===== src/rtl/serial_adder_seq.sv =====
// serial_adder_seq: bit-serial add/subtract sequencer wrapped around an
// external single-bit full adder. Operands are shifted out LSB first, the
// returned sum bits are shifted into the result register from the top, and
// the final carry is kept as the carry-out.
module serial_adder_seq #(
  parameter int WIDTH = 8
) (
  input  logic             clk,
  input  logic             reset,
  input  logic             start,
  input  logic             sub,
  input  logic [WIDTH-1:0] op_a,
  input  logic [WIDTH-1:0] op_b,
  input  logic             cin,
  output logic             busy,
  output logic             done,
  output logic [WIDTH-1:0] result,
  output logic             cout,
  output logic             fa_a,
  output logic             fa_b,
  output logic             fa_y,
  input  logic             fa_s,
  input  logic             fa_c
);

  localparam int CNT_W = $clog2(WIDTH + 1);
  localparam logic [CNT_W-1:0] LAST_CNT = CNT_W'(WIDTH - 1);

  typedef enum logic [1:0] {
    IDLE = 2'd0,
    RUN  = 2'd1,
    DONE = 2'd2
  } state_t;

  state_t           state_q;
  logic [WIDTH-1:0] a_q;
  logic [WIDTH-1:0] b_q;
  logic [WIDTH-1:0] res_q;
  logic [CNT_W-1:0] cnt_q;
  logic             carry_q;
  logic             sub_q;
  logic             cout_q;
  logic             busy_q;
  logic             done_q;
  logic             inRun;

  // Sequencer: load operands in IDLE, run one bit per cycle, pulse done once.
  always_ff @(posedge clk or posedge reset) begin
    if (reset) begin
      state_q <= IDLE;
      a_q     <= '0;
      b_q     <= '0;
      res_q   <= '0;
      cnt_q   <= '0;
      carry_q <= 1'b0;
      sub_q   <= 1'b0;
      cout_q  <= 1'b0;
      busy_q  <= 1'b0;
      done_q  <= 1'b0;
    end else begin
      case (state_q)
        IDLE: begin
          done_q <= 1'b0;
          if (start) begin
            a_q     <= op_a;
            b_q     <= op_b;
            sub_q   <= sub;
            carry_q <= sub ? 1'b1 : cin;
            cnt_q   <= '0;
            res_q   <= '0;
            busy_q  <= 1'b1;
            state_q <= RUN;
          end
        end
        RUN: begin
          res_q   <= {fa_s, res_q[WIDTH-1:1]};
          carry_q <= fa_c;
          a_q     <= {1'b0, a_q[WIDTH-1:1]};
          b_q     <= {1'b0, b_q[WIDTH-1:1]};
          cnt_q   <= cnt_q + 1'b1;
          if (cnt_q == LAST_CNT) begin
            cout_q  <= fa_c;
            busy_q  <= 1'b0;
            done_q  <= 1'b1;
            state_q <= DONE;
          end
        end
        DONE: begin
          done_q  <= 1'b0;
          state_q <= IDLE;
        end
        default: begin
          busy_q  <= 1'b0;
          done_q  <= 1'b0;
          state_q <= IDLE;
        end
      endcase
    end
  end

  // Full-adder drive comes straight from registers and is forced low outside RUN.
  always_comb begin
    inRun = (state_q == RUN);
    fa_a  = inRun & a_q[0];
    fa_b  = inRun & (b_q[0] ^ sub_q);
    fa_y  = inRun & carry_q;
  end

  assign busy   = busy_q;
  assign done   = done_q;
  assign result = res_q;
  assign cout   = cout_q;

endmodule


===== config.mk =====
export PLATFORM = sky130hd
export DESIGN_NAME = serial_adder_seq
export DESIGN_NICKNAME = d
export VERILOG_FILES = /design/src/rtl/serial_adder_seq.sv
export SDC_FILE = /design/constraint.sdc
export NUM_CORES = 1
export LEC_CHECK = 0
export CORE_UTILIZATION = 45
export DETAILED_ROUTE_END_ITERATION = 16
export GPL_TIMING_DRIVEN = 0
export PLACE_DENSITY = 0.72
export SYNTH_ARGS = -nofsm -noshare
export SYNTH_HDL_FRONTEND = slang
export SYNTH_SLANG_ARGS = --single-unit

===== constraint.sdc =====
create_clock -name clk -period 1.7 [get_ports clk]
set_input_delay 0.255 -clock clk [delete_from_list [all_inputs] [get_ports clk]]
set_output_delay 0.255 -clock clk [all_outputs]
set_load 0.01 [all_outputs]

# == Yosys cells after proc, flatten, opt, wreduce, memory -nomap -nowiden ==
# Index checks and enable logic that the tools add are counted.
# word_totals
ff_bits,35
in_bits,23
# op_classes
addsub,1
eq_ne,5
mux,19
bitwise_logic,5
n_reduce_logical,7
# op_table
op,count
8-bit one-hot mux with 2 select lines,3
8-bit 2-to-1 mux,3
4-bit one-hot mux with 2 select lines,1
2-bit AND reduction,4
1-bit 2-to-1 mux,6
4-bit by 1-bit adder with 4-bit output (second input constant),1
4-bit by 3-bit equality test with 1-bit output (second input constant),1
2-bit 2-to-1 mux,2
4-bit 2-to-1 mux,1
2-bit one-hot mux with 2 select lines,1
1-bit AND,3
1-bit one-hot mux with 3 select lines,1
3-bit AND reduction,1
2-bit by 1-bit equality test with 1-bit output (second input constant),1
2-bit equality test (second input constant),1
2-bit zero test,1
2-bit by 1-bit inequality test with 1-bit output (second input constant),1
2-bit inequality test (second input constant),1
1-bit one-hot mux with 2 select lines,1
2-bit nonzero test,1
1-bit NOT,1
1-bit XOR,1

# == Logic depth before layout (Yosys ltp) ==
# Gate-level depths: netlist of the first run.
# depth
ltp_word,3
ltp_mapped,6
ltp_nobuf,4

# == Least setup slack after synthesis of the first run ==
# Ideal clock, no wire load.
# synth_timing
path_type,flip-flop to flip-flop
start,reg cnt_q[0]
end,"reg cout_q, in the netlist cout"
setup_ps,127
arrival_ps,1241
t_required_ps,1573
slack_ps,332
path_stages_with_launch,5
n_path_buf,0
synth_period_minus_slack_ps,1368
cell_sequence,dfrtp_1 -> ha_1 -> and3b_1 -> and2_4 -> mux2_1
# synth_via
elab_chain_cells,2
# synth_rtl
item,line_no,source
start: declaration,39,logic [CNT_W-1:0] cnt_q;
start signal: assignment,80,cnt_q <= cnt_q + 1'b1;
4-bit by 3-bit equality test with 1-bit output,81,if (cnt_q == LAST_CNT) begin
2-bit AND reduction (no line),n/a,
end signal: assignment,57,cout_q <= 1'b0;
end signal: assignment,82,cout_q <= fa_c;
end: declaration,42,logic cout_q;
# No other way between the ends.
# A chain may end at the register's enable or synchronous reset.

# == Final worst setup path of the first run ==
# layout_timing
start,reg state_q[0]
end,out fa_a
# layout_via
elab_chain_cells,2
# layout_rtl
item,line_no,source
start: declaration,35,state_t state_q;
start signal: assignment,50,state_q <= IDLE;
start signal: assignment,72,state_q <= RUN;
start signal: assignment,85,state_q <= DONE;
2-bit by 1-bit equality test with 1-bit output,103,inRun = (state_q == RUN);
1-bit AND,104,fa_a = inRun & a_q[0];
end: declaration,19,"output logic fa_a,"
# No other way between the ends.

==> results.cfg, run 1 <==
[die]
pin_count = 37
die_height_um = 61.5
core_area_um2 = 3360
die-area_um2 = 3780
start_util_pct = 47.4
num_rows = 21
die_w_um = 61.5

[setup_path]
cp_max_fo = 6
timing.setup.critical_path_class = register to output pin
ff2ff_setup_slack_ns = 0.08
worstSetupStartpointType = register
critical_path.reg2reg.endpoint = sub_q$_DFFE_PP0P_
critical_path_capture_point_type = output pin
critPathRequiredTime_ns = 1.44
worst_ep_arrival_time_ns = 1.39
reg2reg_depth = 5
worstReg2RegStart = state_q[1]$_DFFE_PP0P_

[clock_tree]
number_of_clock_buffers_inserted_by_tritoncts = 5
clock_latency_of_the_later_clocked_register_in_the_worst_skew_pair_ns = 0.35
clock-root-buffer = sky130_fd_sc_hd__clkbuf_4
cts.clk_slew.worst_paths_ns = 0.12
clock_path_buffers = 2
tritoncts = yes
cts_max_level = 2
clock_sinks = 35

[synth]
ys_seq_area_share_pct = 54.9
synth.distinct_cells = 27
synth_top_area_cells = sky130_fd_sc_hd__dfrtp_1 (55%), sky130_fd_sc_hd__a22oi_1 (6.6%), sky130_fd_sc_hd__o21ai_1 (5.7%), sky130_fd_sc_hd__a22o_1 (5.5%), sky130_fd_sc_hd__nor2b_1 (5.1%)
synthDominantCellAreaShare_pct = 54.9
syn-mean-instance-area_um2 = 10.7
synth_area_leader_cell = sky130_fd_sc_hd__dfrtp_1
synth_fp_nets = 173
yosysWarningCount = 0
mappedNetlistArea_um2 = 1590
ys_seq_elements = 35
number_of_instances_in_the_synthesized_netlist = 149

[finish]
post_route_design_area_um2 = 2150
number_of_non_filler_instances_in_the_completed_layout = 247
area.sequential_um2 = 877
nFillCells = 315
post-route-util_pct = 64.1
area.growth.synth_to_final_pct = 35.2
insertedDiodeCount = 0
layout-drive-gt1-share_pct = 17.9
final_net_count = 224
total_area_of_multi_input_combinational_cells_um2 = 661

[detailed_routing]
number_of_vias_after_detailed_routing = 1363
dr.first_iter.drc_count = 74
via_per_inst = 5.52
route.detailed.wl_per_inst_um = 15.5
drc = 0
drt_first_pass_iters = 4
postRouteWirelength_um = 3830
drtAntennaViolNets = 0

[placement]
io_buffer_count = 36
placement.cell_area_um2 = 2010
dp_hpwl_um = 2550
place.detailed.instances = 231
gp_congestion = 0.762

[grt]
overflow = 0
grt_first_pass_wirelength_um = 5930
gr-max-usage-layer = met2
grt_max_degree = 36
global_route.usage.total_pct = 22.2
grt_util_met3_pct = 6.93
met1_track_demand_over_resource_pct = 27.5
grt_antenna_before_repair = 0
globalRouteMet2Util_pct = 35.8
first_global_vias = 1333

[pwr]
p_leak_nw = 0.940
power.density_nw_per_um2 = 1750
power.ir.vdd_worst_mv = 0.847

[flow_run]
drv_cap = 0

[sta]
finalSetupViolations = 0
finalCritPeriodShare_pct = 97.0
fin_setup_tns_ns = 0
timing.max_slew.rel_slack_pct = 52.4
worst_clock_skew_ns = 0.0155
maxClockFrequency_mhz = 606
finalCriticalPeriod_ns = 1.65
slew_violations = 0
max_slew.worst_pin.slew_ns = 0.713
final-hold-violation-count = 0

[run_status]
result_of_the_run = complete, no violations

[hold_path]
timing.hold.worst.class = input pin to async pin
[critical path, stage by stage, from the launching register on]
cell	delay (ns)
sky130_fd_sc_hd__dfrtp_1	0.39
sky130_fd_sc_hd__buf_6	0.13
sky130_fd_sc_hd__nor2b_4	0.14
sky130_fd_sc_hd__buf_12	0.12
sky130_fd_sc_hd__and2_4	0.14
sky130_fd_sc_hd__buf_6	0.11
[registers in the layout (all words and copies together) (netlist names)]
name / count
cnt_q: 4
result: 8
cout: 1
carry_q: 1
b_q: 8
sub_q: 1
busy: 1
state_q: 2
done: 1
a_q: 8
[layout by cell type, fill, tap and decap left out, types with 2 or more instances in the layout]
| cell type | count |
|---|---|
| sky130_fd_sc_hd__a21oi_1 | 12 |
| sky130_fd_sc_hd__a22o_1 | 10 |
| sky130_fd_sc_hd__a22oi_1 | 14 |
| sky130_fd_sc_hd__and2_4 | 2 |
| sky130_fd_sc_hd__and3b_1 | 2 |
| sky130_fd_sc_hd__buf_2 | 6 |
| sky130_fd_sc_hd__buf_4 | 8 |
| sky130_fd_sc_hd__buf_6 | 3 |
| sky130_fd_sc_hd__clkbuf_4 | 5 |
| sky130_fd_sc_hd__clkdlybuf4s50_1 | 33 |
| sky130_fd_sc_hd__clkinvlp_4 | 2 |
| sky130_fd_sc_hd__dfrtp_1 | 34 |
| sky130_fd_sc_hd__mux2_1 | 2 |
| sky130_fd_sc_hd__nand2_1 | 11 |
| sky130_fd_sc_hd__nand3_1 | 3 |
| sky130_fd_sc_hd__nor2_1 | 4 |
| sky130_fd_sc_hd__nor2b_1 | 13 |
| sky130_fd_sc_hd__o21ai_1 | 18 |
[through the flow]
step	worst slack (ns)	power [mW]	hold WS, ns
floorplan	0.332	2.46	0.390
CTS	-0.0976	3.54	0.500
global route	-0.0217	4.04	0.377
finish	0.0510	3.77	0.326
global placement	-0.151	3.06	0.469
detailed placement	-0.160	3.13	0.476
[worst max path at each step]
stage | from | slack (ns) | end
floorplan | cnt_q[0]$_DFFE_PP0P_ | 0.33 | cout$_DFFE_PP0P_
global placement | state_q[0]$_DFFE_PP0P_ | -0.15 | fa_y
detailed placement | state_q[0]$_DFFE_PP0P_ | -0.16 | fa_y
CTS | state_q[0]$_DFFE_PP0P_ | -0.1 | fa_y
global route | state_q[0]$_DFFE_PP0P_ | -0.02 | fa_y
finish | state_q[0]$_DFFE_PP0P_ | 0.05 | fa_a
[per-layer routing]
layer,part of all wire [%],routed length [um],vias to the layer above
met1,43,1660,676
met4,2.1,80,0
met2,49,1890,43
met3,5.1,197,11
li1,-,-,633
met5,0,0,-
[report_power, final]
part | internal (mW) | switching (mW)
clock network | 0.158 | 0.300
registers | 1.18 | 0.247
logic | 1.04 | 0.849
total | 2.38 | 1.40
[cell usage after synthesis]
library cell / number
sky130_fd_sc_hd__o21ai_1: 18
sky130_fd_sc_hd__buf_2: 7
sky130_fd_sc_hd__nor2b_1: 13
sky130_fd_sc_hd__mux2_1: 2
sky130_fd_sc_hd__a22oi_1: 14
sky130_fd_sc_hd__dfrtp_1: 35
sky130_fd_sc_hd__ha_1: 1
sky130_fd_sc_hd__inv_1: 1
sky130_fd_sc_hd__a21o_1: 1
sky130_fd_sc_hd__o21bai_1: 1
sky130_fd_sc_hd__and2_1: 2
sky130_fd_sc_hd__a22o_1: 10
sky130_fd_sc_hd__nor2b_4: 1
sky130_fd_sc_hd__clkbuf_1: 1
sky130_fd_sc_hd__or2_2: 1
sky130_fd_sc_hd__nand3_1: 3
sky130_fd_sc_hd__buf_6: 3
sky130_fd_sc_hd__nor2_1: 4
sky130_fd_sc_hd__or3_1: 1
sky130_fd_sc_hd__nand2b_1: 1
sky130_fd_sc_hd__o21ai_0: 1
sky130_fd_sc_hd__mux2_2: 1
sky130_fd_sc_hd__nand2_1: 11
sky130_fd_sc_hd__and3b_1: 2
sky130_fd_sc_hd__xnor2_1: 1
sky130_fd_sc_hd__and2_4: 1
sky130_fd_sc_hd__a21oi_1: 12
[cell type report]
cell class              instances  share of cell area, %
multi-input cells             103                   30.7
well taps                      46                   2.67
repair buffers                 45                   20.5
flip-flops and latches         35                   40.7
inverters                       1                  0.174
plain buffers                   9                   2.61
clock buffers                   5                   1.74
clock inverters                 3                  0.929
[repair_timing]
item	4_1_cts	5_1_grt
resized for setup	11	3
setup buffers	2	7
gates cloned	1	0
endpoints found under the setup margin	3	3
hold buffers	0	0
[logic make-up (layout without fill, tap and decap cells)]
kind of cell / after synthesis / count (layout) / share of synthesized area [%]
flip-flops: 35 / 35 / 54.9
multiplexers: 3 / 3 / 2.12
XOR/XNOR: 1 / 1 / 0.550
buffers and inverters: 12 / 63 / 4.79
adder cells (fa/ha/maj): 1 / 1 / 0.785
AND/OR/NAND/NOR: 40 / 41 / 14.1
AO/OA/AOI/OAI: 57 / 57 / 22.8
Note: power is estimated with default switching activity, not from simulation.
==> inputs of run 2 (changes only) <==
--- a/config.mk
+++ b/config.mk
@@ -5,6 +5,7 @@
 export SDC_FILE = /design/constraint.sdc
 export NUM_CORES = 1
 export LEC_CHECK = 0
+export CORE_ASPECT_RATIO = 1.5
 export CORE_UTILIZATION = 45
 export DETAILED_ROUTE_END_ITERATION = 16
 export GPL_TIMING_DRIVEN = 0
==> run 2 against run 1 <==
Net effect:
- final cell count shrank 4.5%
- clock skew down 0.0095 ns
- non-clock buffer count decreased by 6
- combinational power fell by 8%
- first-iteration DRC count down 46%
- hold slack better by 0.092 ns
- sequential cell count stayed put
- fmax up 3.9%
- clock-buffer cell count is the same
- utilization is 1.8 points lower
- critical path type unchanged
- largest power group unchanged
==> results.cfg, run 2 (same netlist as run 1, synthesis figures left out) <==
[run_status]
result_of_the_run = complete, no violations

[die]
die_w_um = 50.6
pin_count = 37
die-area_um2 = 3790
core_area_um2 = 3380
die_height_um = 74.9
start_util_pct = 47.1
num_rows = 26

[sta]
fin_setup_tns_ns = 0
rsz_0062_raised_after_global_routing = false
post_layout_worst_setup_margin_ns = 0.113
timing.max_slew.rel_slack_pct = 51.6
max_slew.worst_pin.slew_ns = 0.725
finalSetupViolations = 0
slew_violations = 0
worst_clock_skew_ns = 0.00597
maxClockFrequency_mhz = 630
final-hold-violation-count = 0
finalCriticalPeriod_ns = 1.59
finalCritPeriodShare_pct = 93.3

[detailed_routing]
postRouteWirelength_um = 3590
drc = 0
route.detailed.wl_per_inst_um = 15.2
number_of_vias_after_detailed_routing = 1298
dr.first_iter.drc_count = 40
drt_first_pass_iters = 4
via_per_inst = 5.50
drtAntennaViolNets = 0

[clock_tree]
cts_max_level = 2
clock_latency_of_the_later_clocked_register_in_the_worst_skew_pair_ns = 0.29
number_of_clock_buffers_inserted_by_tritoncts = 5
clock_path_buffers = 2
postCtsHoldBufs = 0
clock_sinks = 35
cts.clk_slew.worst_paths_ns = 0.07
tritoncts = yes
clock-root-buffer = sky130_fd_sc_hd__clkbuf_8

[pwr]
power.ir.vdd_worst_mv = 1.30
logic_gate_share_of_total_power_pct = 46.4
p_switching_mw = 1.33
cell_internal_pwr_mw = 2.39
switching_share_pct = 35.8
clock_power_share_pct = 15.3
power_frac_seq_pct = 38.3
power.density_nw_per_um2 = 1770
post-layout-total-power_mw = 3.72
p_leak_nw = 0.924

[placement]
dp_slack_ns = -0.167
gp_congestion = 0.723
placement.cell_area_um2 = 2010
io_buffer_count = 36
place.detailed.instances = 227
dp_hpwl_um = 2480

[hold_path]
timing.hold.worst.class = input pin to async pin

[finish]
post_route_design_area_um2 = 2110
layout.cells.most_common_list = sky130_fd_sc_hd__dfrtp_1 (34), sky130_fd_sc_hd__clkdlybuf4s50_1 (33), sky130_fd_sc_hd__o21ai_1 (18)
final_net_count = 217
total_area_of_multi_input_combinational_cells_um2 = 649
area.growth.synth_to_final_pct = 32.2
insertedDiodeCount = 0
number_of_non_filler_instances_in_the_completed_layout = 236
area.sequential_um2 = 877
layout-drive-gt1-share_pct = 14.4
final_common_cell = sky130_fd_sc_hd__dfrtp_1
nFillCells = 291

[grt]
globalRouteMet2Util_pct = 37.5
global_route.usage.total_pct = 22.1
grt_max_degree = 36
first_global_vias = 1348
met1_track_demand_over_resource_pct = 25.5
grt_util_met3_pct = 5.86
overflow = 0
gr-max-usage-layer = met2
grt_antenna_before_repair = 0
grt_first_pass_wirelength_um = 6090

[setup_path]
worstSetupStartpointType = register
critical_path_capture_point_type = output pin
worst_ep_arrival_time_ns = 1.33
timing.setup.critical_path_class = register to output pin
critPathRequiredTime_ns = 1.44
cp_max_fo = 9

[flow_run]
drv_cap = 0
-- run 2: changes by cell type in the layout (fill, tap and decap cells not counted), moves of 2 or more --
cell | previous run | this run
sky130_fd_sc_hd__clkbuf_4 | 5 | 0
sky130_fd_sc_hd__clkbuf_8 | 0 | 5
sky130_fd_sc_hd__buf_2 | 6 | 8
sky130_fd_sc_hd__clkinv_2 | 1 | 3
sky130_fd_sc_hd__buf_4 | 8 | 2
sky130_fd_sc_hd__clkinvlp_4 | 2 | 0
-- run 2: layout make-up --
type / count / area share (%)
well taps: 42 / 2.49
flip-flops and latches: 35 / 41.6
repair buffers: 38 / 17.3
clock inverters: 3 / 0.713
clock buffers: 5 / 3.27
multi-input cells: 102 / 30.8
inverters: 1 / 0.178
plain buffers: 10 / 3.62
-- run 2: what timing repair did --
item | 4_1_cts | 5_1_grt
pin swaps | 0 | 0
setup endpoints to repair | 3 | 2
gates resized for setup | 13 | 2
cloned | 0 | 0
buffers inserted | 2 | 0
-- run 2: critical path, stage by stage (launching register included) --
cell and delay (ns):
sky130_fd_sc_hd__dfrtp_1 0.37, sky130_fd_sc_hd__buf_6 0.14, sky130_fd_sc_hd__nor2b_4 0.13, sky130_fd_sc_hd__buf_12 0.12, sky130_fd_sc_hd__and2_1 0.15, sky130_fd_sc_hd__buf_2 0.13
-- run 2: per-stage QoR --
step	hold slack (ns)	util (%)
finish	0.418	62.3
global route	0.476	62.3
CTS	0.491	62.6
detailed placement	0.474	59.3
global placement	0.464	59.3
floorplan	0.390	-
-- run 2: routing by layer --
metal / vias up / wire length, um
met4: 0 / 57
met1: 633 / 1510
met2: 41 / 1830
met5: - / 0
li1: 617 / -
met3: 7 / 181
-- run 2: worst paths after layout --
path	slack (ns)	end	depth (start not counted)	start
max in group asynchronous	0.77	state_q[1]$_DFFE_PP0P_	2	reset
min	0.42	a_q[3]$_DFFE_PP0P_	2	reset
max reg2reg	0.20	cout$_DFFE_PP0P_	4	cnt_q[0]$_DFFE_PP0P_
min in group clk	0.49	carry_q$_DFFE_PP0P_	2	carry_q$_DFFE_PP0P_
min reg2reg	0.49	carry_q$_DFFE_PP0P_	2	carry_q$_DFFE_PP0P_
max	0.11	fa_y	5	state_q[0]$_DFFE_PP0P_
-- run 2: power by group through the flow --
stage                     Combinational, mW  Sequential (mW)  Clock (mW)
after floorplan                        1.02             1.44           0
after CTS                              1.77             1.43       0.592
after detailed placement               1.71             1.43           0
final                                  1.73             1.43       0.569
after global placement                 1.67             1.42           0
after global routing                   1.90             1.48       0.626
